===== config.mk =====
export PLATFORM = sky130hd
export DESIGN_NAME = serial_alu_seq
export DESIGN_NICKNAME = d
export VERILOG_FILES = /design/src/rtl/serial_alu_seq.sv
export SDC_FILE = /design/constraint.sdc
export NUM_CORES = 1
export LEC_CHECK = 0
export ABC_AREA = 1
export BUFFER_PORTS_ARGS = -buffer_cell sky130_fd_sc_hd__buf_2
export CAP_MARGIN = 20
export CORE_MARGIN = 2
export CORE_UTILIZATION = 43
export DETAILED_ROUTE_END_ITERATION = 10
export GPL_TIMING_DRIVEN = 0
export PLACE_DENSITY = 0.71
export SLEW_MARGIN = 20
export SYNTH_ARGS = -nofsm -noshare
export SYNTH_HDL_FRONTEND = slang
export SYNTH_SLANG_ARGS = --single-unit

===== constraint.sdc =====
create_clock -name clk -period 4.8 [get_ports clk]
set_input_delay 0.96 -clock clk [delete_from_list [all_inputs] [get_ports clk]]
set_output_delay 0.96 -clock clk [all_outputs]
set_load 0.005 [all_outputs]

===== src/rtl/serial_alu_seq.sv =====
`default_nettype none
// ============================================================================
// Module      : serial_alu_seq
// Description : Bit-serial ALU sequencer, one bit per clock, LSB first.
// Revision    : 1.0 - initial release
// ============================================================================
module serial_alu_seq #(
   parameter int WIDTH = 32
) (
   input  logic             clk,
   input  logic             reset,
   input  logic             start,
   input  logic [WIDTH-1:0] a,
   input  logic [WIDTH-1:0] b,
   input  logic [2:0]       aluOp,
   output logic             busy,
   output logic             done,
   output logic [WIDTH-1:0] result,
   output logic             zero,
   output logic             overflow,
   output logic             carryOut
);

   localparam int                c_cnt_w = $clog2(WIDTH);
   localparam logic [c_cnt_w-1:0] c_last = c_cnt_w'(WIDTH - 1);
   localparam logic [c_cnt_w-1:0] c_one  = c_cnt_w'(1);

   typedef enum logic [1:0] {
      S_IDLE = 2'd0,
      S_RUN  = 2'd1,
      S_DONE = 2'd2
   } state_t;

   state_t r_state;
   state_t w_state_nxt;

   logic [WIDTH-1:0]   r_a;
   logic [WIDTH-1:0]   r_b;
   logic [2:0]         r_op;
   logic [c_cnt_w-1:0] r_cnt;
   logic               r_carry;
   logic [WIDTH-2:0]   r_shift;

   logic               w_accept;
   logic               w_last;
   logic               w_a;
   logic               w_bx;
   logic               w_sum;
   logic               w_cout;
   logic               w_ovf;
   logic               w_set;
   logic               w_add_class;
   logic               w_bit;
   logic [WIDTH-1:0]   w_final;
   logic [WIDTH-2:0]   w_shift_nxt;

   // ------------------------------------------------------------------------
   // Control FSM
   // ------------------------------------------------------------------------
   always_ff @(posedge clk or posedge reset) begin
      if (reset) begin
         r_state <= S_IDLE;
      end else begin
         r_state <= w_state_nxt;
      end
   end

   always_comb begin
      w_state_nxt = r_state;
      case (r_state)
         S_IDLE: begin
            if (start) begin
               w_state_nxt = S_RUN;
            end
         end
         S_RUN: begin
            if (r_cnt == c_last) begin
               w_state_nxt = S_DONE;
            end
         end
         S_DONE: begin
            w_state_nxt = start ? S_RUN : S_IDLE;
         end
         default: begin
            w_state_nxt = S_IDLE;
         end
      endcase
   end

   assign busy     = (r_state == S_RUN);
   assign done     = (r_state == S_DONE);
   assign w_accept = start && (r_state != S_RUN);
   assign w_last   = busy && (r_cnt == c_last);

   // ------------------------------------------------------------------------
   // Per-bit slice: operands are shifted right so bit 0 is always current
   // ------------------------------------------------------------------------
   assign w_a         = r_a[0];
   assign w_bx        = r_b[0] ^ r_op[2];
   assign w_sum       = w_a ^ w_bx ^ r_carry;
   assign w_cout      = (w_a & w_bx) | (r_carry & (w_a ^ w_bx));
   assign w_ovf       = r_carry ^ w_cout;
   assign w_set       = w_sum ^ w_ovf;
   assign w_add_class = r_op[1];

   // The set bit is only known after the MSB, so sel 11 shifts in zeros and
   // the bit is inserted at commit time.
   always_comb begin
      w_bit = 1'b0;
      case (r_op[1:0])
         2'b00:   w_bit = w_a & w_bx;
         2'b01:   w_bit = r_op[2] ? ~(w_a | r_b[0]) : (w_a | w_bx);
         2'b10:   w_bit = w_sum;
         default: w_bit = 1'b0;
      endcase
   end

   assign w_shift_nxt = (WIDTH-1)'({w_bit, r_shift} >> 1);
   assign w_final     = (r_op[1:0] == 2'b11) ? {{(WIDTH-1){1'b0}}, w_set}
                                             : {w_bit, r_shift};

   // ------------------------------------------------------------------------
   // Operand, carry and shift registers
   // ------------------------------------------------------------------------
   always_ff @(posedge clk or posedge reset) begin
      if (reset) begin
         r_a     <= '0;
         r_b     <= '0;
         r_op    <= '0;
         r_cnt   <= '0;
         r_carry <= 1'b0;
         r_shift <= '0;
      end else if (w_accept) begin
         r_a     <= a;
         r_b     <= b;
         r_op    <= aluOp;
         r_cnt   <= '0;
         r_carry <= aluOp[2];
         r_shift <= '0;
      end else if (busy) begin
         r_a     <= r_a >> 1;
         r_b     <= r_b >> 1;
         r_carry <= w_cout;
         r_shift <= w_shift_nxt;
         if (!w_last) begin
            r_cnt <= r_cnt + c_one;
         end
      end
   end

   // ------------------------------------------------------------------------
   // Result and flag commit, only on entry to DONE
   // ------------------------------------------------------------------------
   always_ff @(posedge clk or posedge reset) begin
      if (reset) begin
         result   <= '0;
         zero     <= 1'b0;
         overflow <= 1'b0;
         carryOut <= 1'b0;
      end else if (w_last) begin
         result   <= w_final;
         zero     <= (w_final == '0);
         overflow <= w_add_class & w_ovf;
         carryOut <= w_add_class & w_cout;
      end
   end

endmodule
`default_nettype wire


==> results_dict.tcl, run 1 <==
set metrics [dict create \
    status "complete, no violations" \
    place_congestion 0.8003 \
    combinationalPowerShare 0.333 \
    drc 0 \
    p_seq_frac 0.409 \
    critPathCaptureType "output pin" \
    clkPwrFrac 0.258 \
    drv_cap 0 \
    hold_class "register to register" \
    min_period_ns 2.524 \
    fin_crit_sh 0.5259 \
    hold_viol_final 0 \
    cp.required_ns 3.84 \
    grt_max_degree 107 \
    drive_above_1_share 0.2232 \
    startpoint "r_state[1]" \
    cts-root-buf "clkbuf_16" \
    clockBufferDepth 2 \
    crit_path_max_fanout 10 \
    tightest_slew_ns 0.5343 \
    fp.dieArea_sq_um 15020 \
    cp-start-kind "register" \
    reg2reg_from "r_cnt[0]" \
    cts_setup_buffers 0 \
    p_sw_w 0.001698 \
    fmax_mhz 396.1 \
    synthDistinctLibCells 28 \
    final_net_count 856 \
    vdd_drop_max_mv 0.3607 \
    fin_cells 973 \
    cts_buffers 17 \
    cts-resized-gates 0 \
    power.total_w 0.004807 \
    htreeDepth 4 \
    p_sw_frac 0.3533 \
    hpwl_microns 10130 \
    grt.total_usage 0.2092 \
    synth-seq-area-share 0.5837 \
    netlist_area_sq_um 6045 \
    num_vias 4964 \
    final_critical_path_setup_slack_ns 2.276 \
    syn_to_final_growth_pct 22.44 \
    clock_sinks 141 \
    vias_per_cell 5.102 \
    path_clk_slew_ns 0.06 \
    fin_util 0.5352 \
    avgSynthCellArea_sq_um 9.242 \
    gr-total-overflow 0 \
    hold_path.startpoint "result[22]" \
    ios 107 \
    n_fill_cell 1266 \
    die_x_microns 122.6 \
    wl_microns 14630 \
    arrival_ns 1.56 \
    rsz0062_at_grt "no" \
    wire_per_inst_microns 15.03 \
    die_height_microns 122.6 \
    p_leak_nw 3.654 \
    coreArea_sq_um 13830 \
    portBuffers 106 \
    grt_pass1_vias 4831 \
    ys_ff_latch 141 \
    cts_tree "built" \
    yosys_warnings 0 \
    slew_headroom 0.6438 \
    firstDrtPassIters 5 \
    fp-row-count 43 \
    ctsHoldBuffers 0 \
    fin_hold_ws_ns 0.4727 \
    drt_iter0_drc 347 \
    criticalPathCategory "register to output pin" \
    diodes 0 \
    netlist_instances 654 \
    drv_slew 0 \
    dp.cells 941 \
    antenna_found_initial 1 \
    start_util 0.4372 \
    ant_nets 0 \
    dp_slack_ns 2.715 \
    power_density_nw_per_um2 649.5 \
    finalSetupViolCount 0 \
    worst_clock_skew_ns 0.005722 \
    internal_power_w 0.003108 \
    clk_latency_ns 0.42 \
    grt_first_pass_wirelength_microns 23900 \
    synth_fp_nets 730 \
]
[cell usage after synthesis (all sizes together)]
library cell	n	area, sq um
a21oi	2	10.01
and3	1	6.260
buf	32	183.9
clkbuf	6	22.52
dfrtp	141	3528
fa	2	40.04
ha	4	50.05
inv	82	307.8
nand2	208	793.3
nand3	43	215.2
nand3b	1	7.510
nand4	1	6.260
nor2	11	65.06
o211ai	36	270.3
o21a	1	7.510
o21ai	32	160.2
o221ai	19	166.4
o22ai	30	187.7
o31ai	1	7.510
xnor2	1	8.760
[worst max-delay path: stages, from the launching register on]
cell	delay, ns
dfrtp_1	0.36
inv_1	0.10
nand2_4	0.12
inv_2	0.13
buf_2	0.28
buf_2	0.17
[through the flow]
| step | TNS (ns) | cell area (sq um) |
|---|---|---|
| 2_1_floorplan | 0 | 6045 |
| 3_3_place_gp | -217.91 | 6800 |
| 3_5_place_dp | 0 | 6835 |
| 4_1_cts | 0 | 7401 |
| 5_1_grt | 0 | 7401 |
| 6_report | 0 | 7401 |
[path summary, 6_finish.rpt]
path	endpoint	slack (ns)	cells past startpoint
max in group asynchronous	r_a[27]	3.50	3
max reg2reg	result[11]	2.83	9
max	busy	2.28	5
min reg2reg	result[22]	0.47	2
min	result[22]	0.47	2
min in group asynchronous	result[21]	0.51	2
[per-layer routing]
layer  vias to the layer above  track usage  share of wire
li1                       2398            -              -
met1                      2360       0.2829           0.46
met3                        19      0.05344          0.070
met4                         0      0.07184          0.015
met2                       187       0.3288           0.46
met5                         -            0              0
[layout by cell type, fill, tap and decap left out]
cell type    n
nand3_1     43
nand2_1    205
inv_8        1
ha_1         4
clkinv_2     6
buf_2      133
nand3b_1     1
o21ai_1      1
bufinv_16    1
buf_4        2
nand4_1      1
buf_6        3
buf_16       1
o21ai_0     31
o221ai_1    19
o31ai_1      1
o21a_1       1
fa_1         2
nand2_4      1
a21oi_1      2
nand2_2      2
dfrtp_1    141
o211ai_1    36
nor2_1       9
nor2_8       1
inv_2        3
inv_1       78
clkbuf_16   17
nor2_4       1
and3_1       1
clkbuf_1     9
clkbuf_8     5
xnor2_1      1
o22ai_1     30
[area by class of cell]
type / instances / area (sq um) / share of cell area
flip-flops and latches: 141 / 3528 / 0.4768
multi-input cells: 393 / 2002 / 0.2705
inverters: 82 / 315.3 / 0.04260
clock inverters: 7 / 60.06 / 0.008115
well taps: 180 / 225.2 / 0.03043
clock buffers: 25 / 505.5 / 0.06830
repair buffers: 107 / 558.0 / 0.07540
plain buffers: 38 / 206.4 / 0.02790
[kinds of logic after synthesis]
family / after synthesis / share of synthesized area
AND/OR/NAND/NOR: 265 / 0.1809
flip-flops: 141 / 0.5837
AO/OA/AOI/OAI: 121 / 0.1339
buffers and inverters: 120 / 0.08507
adder cells (fa/ha/maj): 6 / 0.01490
XOR/XNOR: 1 / 0.001449
[sequential cells by signal, summed over array words and instances (netlist names)]
signal	flops
r_a	32
r_b	32
result	32
r_shift	31
r_cnt	5
r_op	3
r_state	2
carryOut	1
overflow	1
r_carry	1
zero	1
[power by group through the flow]
| stage | logic, W | registers [W] | clock network (W) |
|---|---|---|---|
| 2_1_floorplan | 0.00109 | 0.00193 | 0 |
| 3_3_place_gp | 0.00154 | 0.00196 | 0 |
| 3_5_place_dp | 0.00160 | 0.00197 | 0 |
| 4_1_cts | 0.00162 | 0.00196 | 0.00126 |
| 5_1_grt | 0.00182 | 0.00202 | 0.00131 |
| 6_report | 0.00160 | 0.00196 | 0.00124 |
Power figures use the tool's default switching activity.
==> run 2, diff against run 1 <==
==> constraint.sdc (replaced) <==
create_clock -name clk -period 2.2 [get_ports clk]
set_input_delay 0.44 -clock clk [delete_from_list [all_inputs] [get_ports clk]]
set_output_delay 0.44 -clock clk [all_outputs]
set_load 0.005 [all_outputs]
==> results_dict.tcl, run 2 (synthesized netlist as in run 1, its figures left out) <==
set metrics [dict create \
    timing.rr.end "result[9]" \
    htreeDepth 4 \
    clockBufferDepth 2 \
    arrival_ns 1.56 \
    path_buf_inv 4 \
    rr_worst_depth 9 \
    clk_latency_ns 0.42 \
    finalSetupViolCount 0 \
    cp-start-kind "register" \
    cp.required_ns 1.76 \
    gr-total-overflow 0 \
    critPathMaxStageDelay_ns 0.36 \
    n_fill_cell 1261 \
    grt_first_pass_wirelength_microns 23610 \
    grt_pass1_vias 4787 \
    drv_slew 0 \
    fin_cells 977 \
    reg2reg_from "r_cnt[0]" \
    num_vias 4902 \
    hold_class "input pin to async pin" \
    place_congestion 0.8159 \
    seq_area_sq_um 3528 \
    drv_cap 0 \
    p_leak_nw 3.694 \
    wl_microns 14330 \
    diodes 0 \
    firstDrtPassIters 5 \
    slew_headroom 0.6412 \
    mostFrequentLayoutCells "nand2_1, dfrtp_1, buf_2, inv_1, nand3_1" \
    fp-row-count 43 \
    final_net_count 860 \
    syn_to_final_growth_pct 24.26 \
    wire_per_inst_microns 14.67 \
    grt.total_usage 0.2049 \
    grt_max_degree 32 \
    drive_above_1_share 0.2246 \
    portBuffers 106 \
    fmax_mhz 499.9 \
    cts_setup_buffers 0 \
    dp.cells 945 \
    vias_per_cell 5.017 \
    min_period_ns 2.000 \
    critPathCaptureType "output pin" \
    r2r_setup_slack_ns 0.22 \
    rsz0062_at_grt "no" \
    crit_path_cell_trace "inv_1 -> nand2_4 -> inv_2 -> buf_2 -> buf_2" \
    final_critical_path_setup_slack_ns 0.1998 \
    fin_hold_ws_ns 0.02579 \
    cts-root-buf "clkbuf_16" \
    cts_tree "built" \
    cts-resized-gates 0 \
    tightest_slew_ns 0.5382 \
    multi_input_area_sq_um 2002 \
    fin_area_sq_um 7511 \
    fin_crit_sh 0.9092 \
    reg_top3 "r_a: 32 flops, r_b: 32 flops, result: 32 flops" \
    die_x_microns 122.6 \
    ctsHoldBuffers 0 \
    final_common_cell "nand2_1" \
    antenna_found_initial 0 \
    power_density_nw_per_um2 1412 \
    coreArea_sq_um 13830 \
    ios 107 \
    crit_path_max_fanout 10 \
    drt_iter0_drc 360 \
    fp.dieArea_sq_um 15020 \
    path_clk_slew_ns 0.06 \
    criticalPathCategory "register to output pin" \
    dpl_cell_area_sq_um 6919 \
    hpwl_microns 10440 \
    die_height_microns 122.6 \
    start_util 0.4372 \
    vdd_drop_max_mv 0.6066 \
    cpMostUsedCell "buf_2" \
    hold_viol_final 0 \
    clock_sinks 141 \
    fin_util 0.5432 \
    cp_top_family "buffers and inverters" \
    cts_buffers 17 \
    dp_slack_ns 0.2774 \
    status "complete, no violations" \
    ant_nets 0 \
    drc 0 \
    crit_slowest_cell "dfrtp_1" \
    worst_clock_skew_ns 0.007269 \
]
run 2: report_power, final:
group | internal (W) | total (W) | switching (W) | leakage [nW]
sequential | 0.00369 | 0.00428 | 0.000585 | 1.81
clock | 0.00182 | 0.00285 | 0.00103 | 0.292
combinational | 0.00141 | 0.00348 | 0.00207 | 1.60
run 2: worst max path at each step:
| stage | endpoint | depth (start not counted) | slack, ns | from |
|---|---|---|---|---|
| final | busy | 5 | 0.20 | r_state[1] |
| after floorplan | carryOut | 1 | -0.003 | reset |
| after global placement | r_b[15] | 2 | -0.91 | reset |
| after CTS | busy | 5 | 0.18 | r_state[1] |
| after detailed placement | result[9] | 9 | 0.28 | r_cnt[0] |
| after global routing | result[9] | 9 | 0.09 | r_cnt[0] |
run 2: final cells by class:
| class | count | share of cell area |
|---|---|---|
| Clock inverter | 5 | 0.01049 |
| Buffer | 38 | 0.02749 |
| Sequential cell | 141 | 0.4698 |
| Timing Repair Buffer | 111 | 0.08596 |
| Tap cell | 180 | 0.02999 |
| Inverter | 82 | 0.04148 |
| Clock buffer | 27 | 0.06830 |
| Multi-Input combinational cell | 393 | 0.2665 |
run 2: layer usage:
layer | global-route usage | share of wire
met1 | 0.2880 | 0.46
met2 | 0.3104 | 0.44
met3 | 0.05948 | 0.079
met4 | 0.05747 | 0.014
met5 | 0 | 0
run 2: per-stage QoR:
step / total power (W) / TNS (ns)
CTS: 0.01066 / 0
detailed placement: 0.007796 / 0
global placement: 0.007644 / -125.83
floorplan: 0.006593 / -0.4346
finish: 0.01061 / 0
global route: 0.01136 / 0
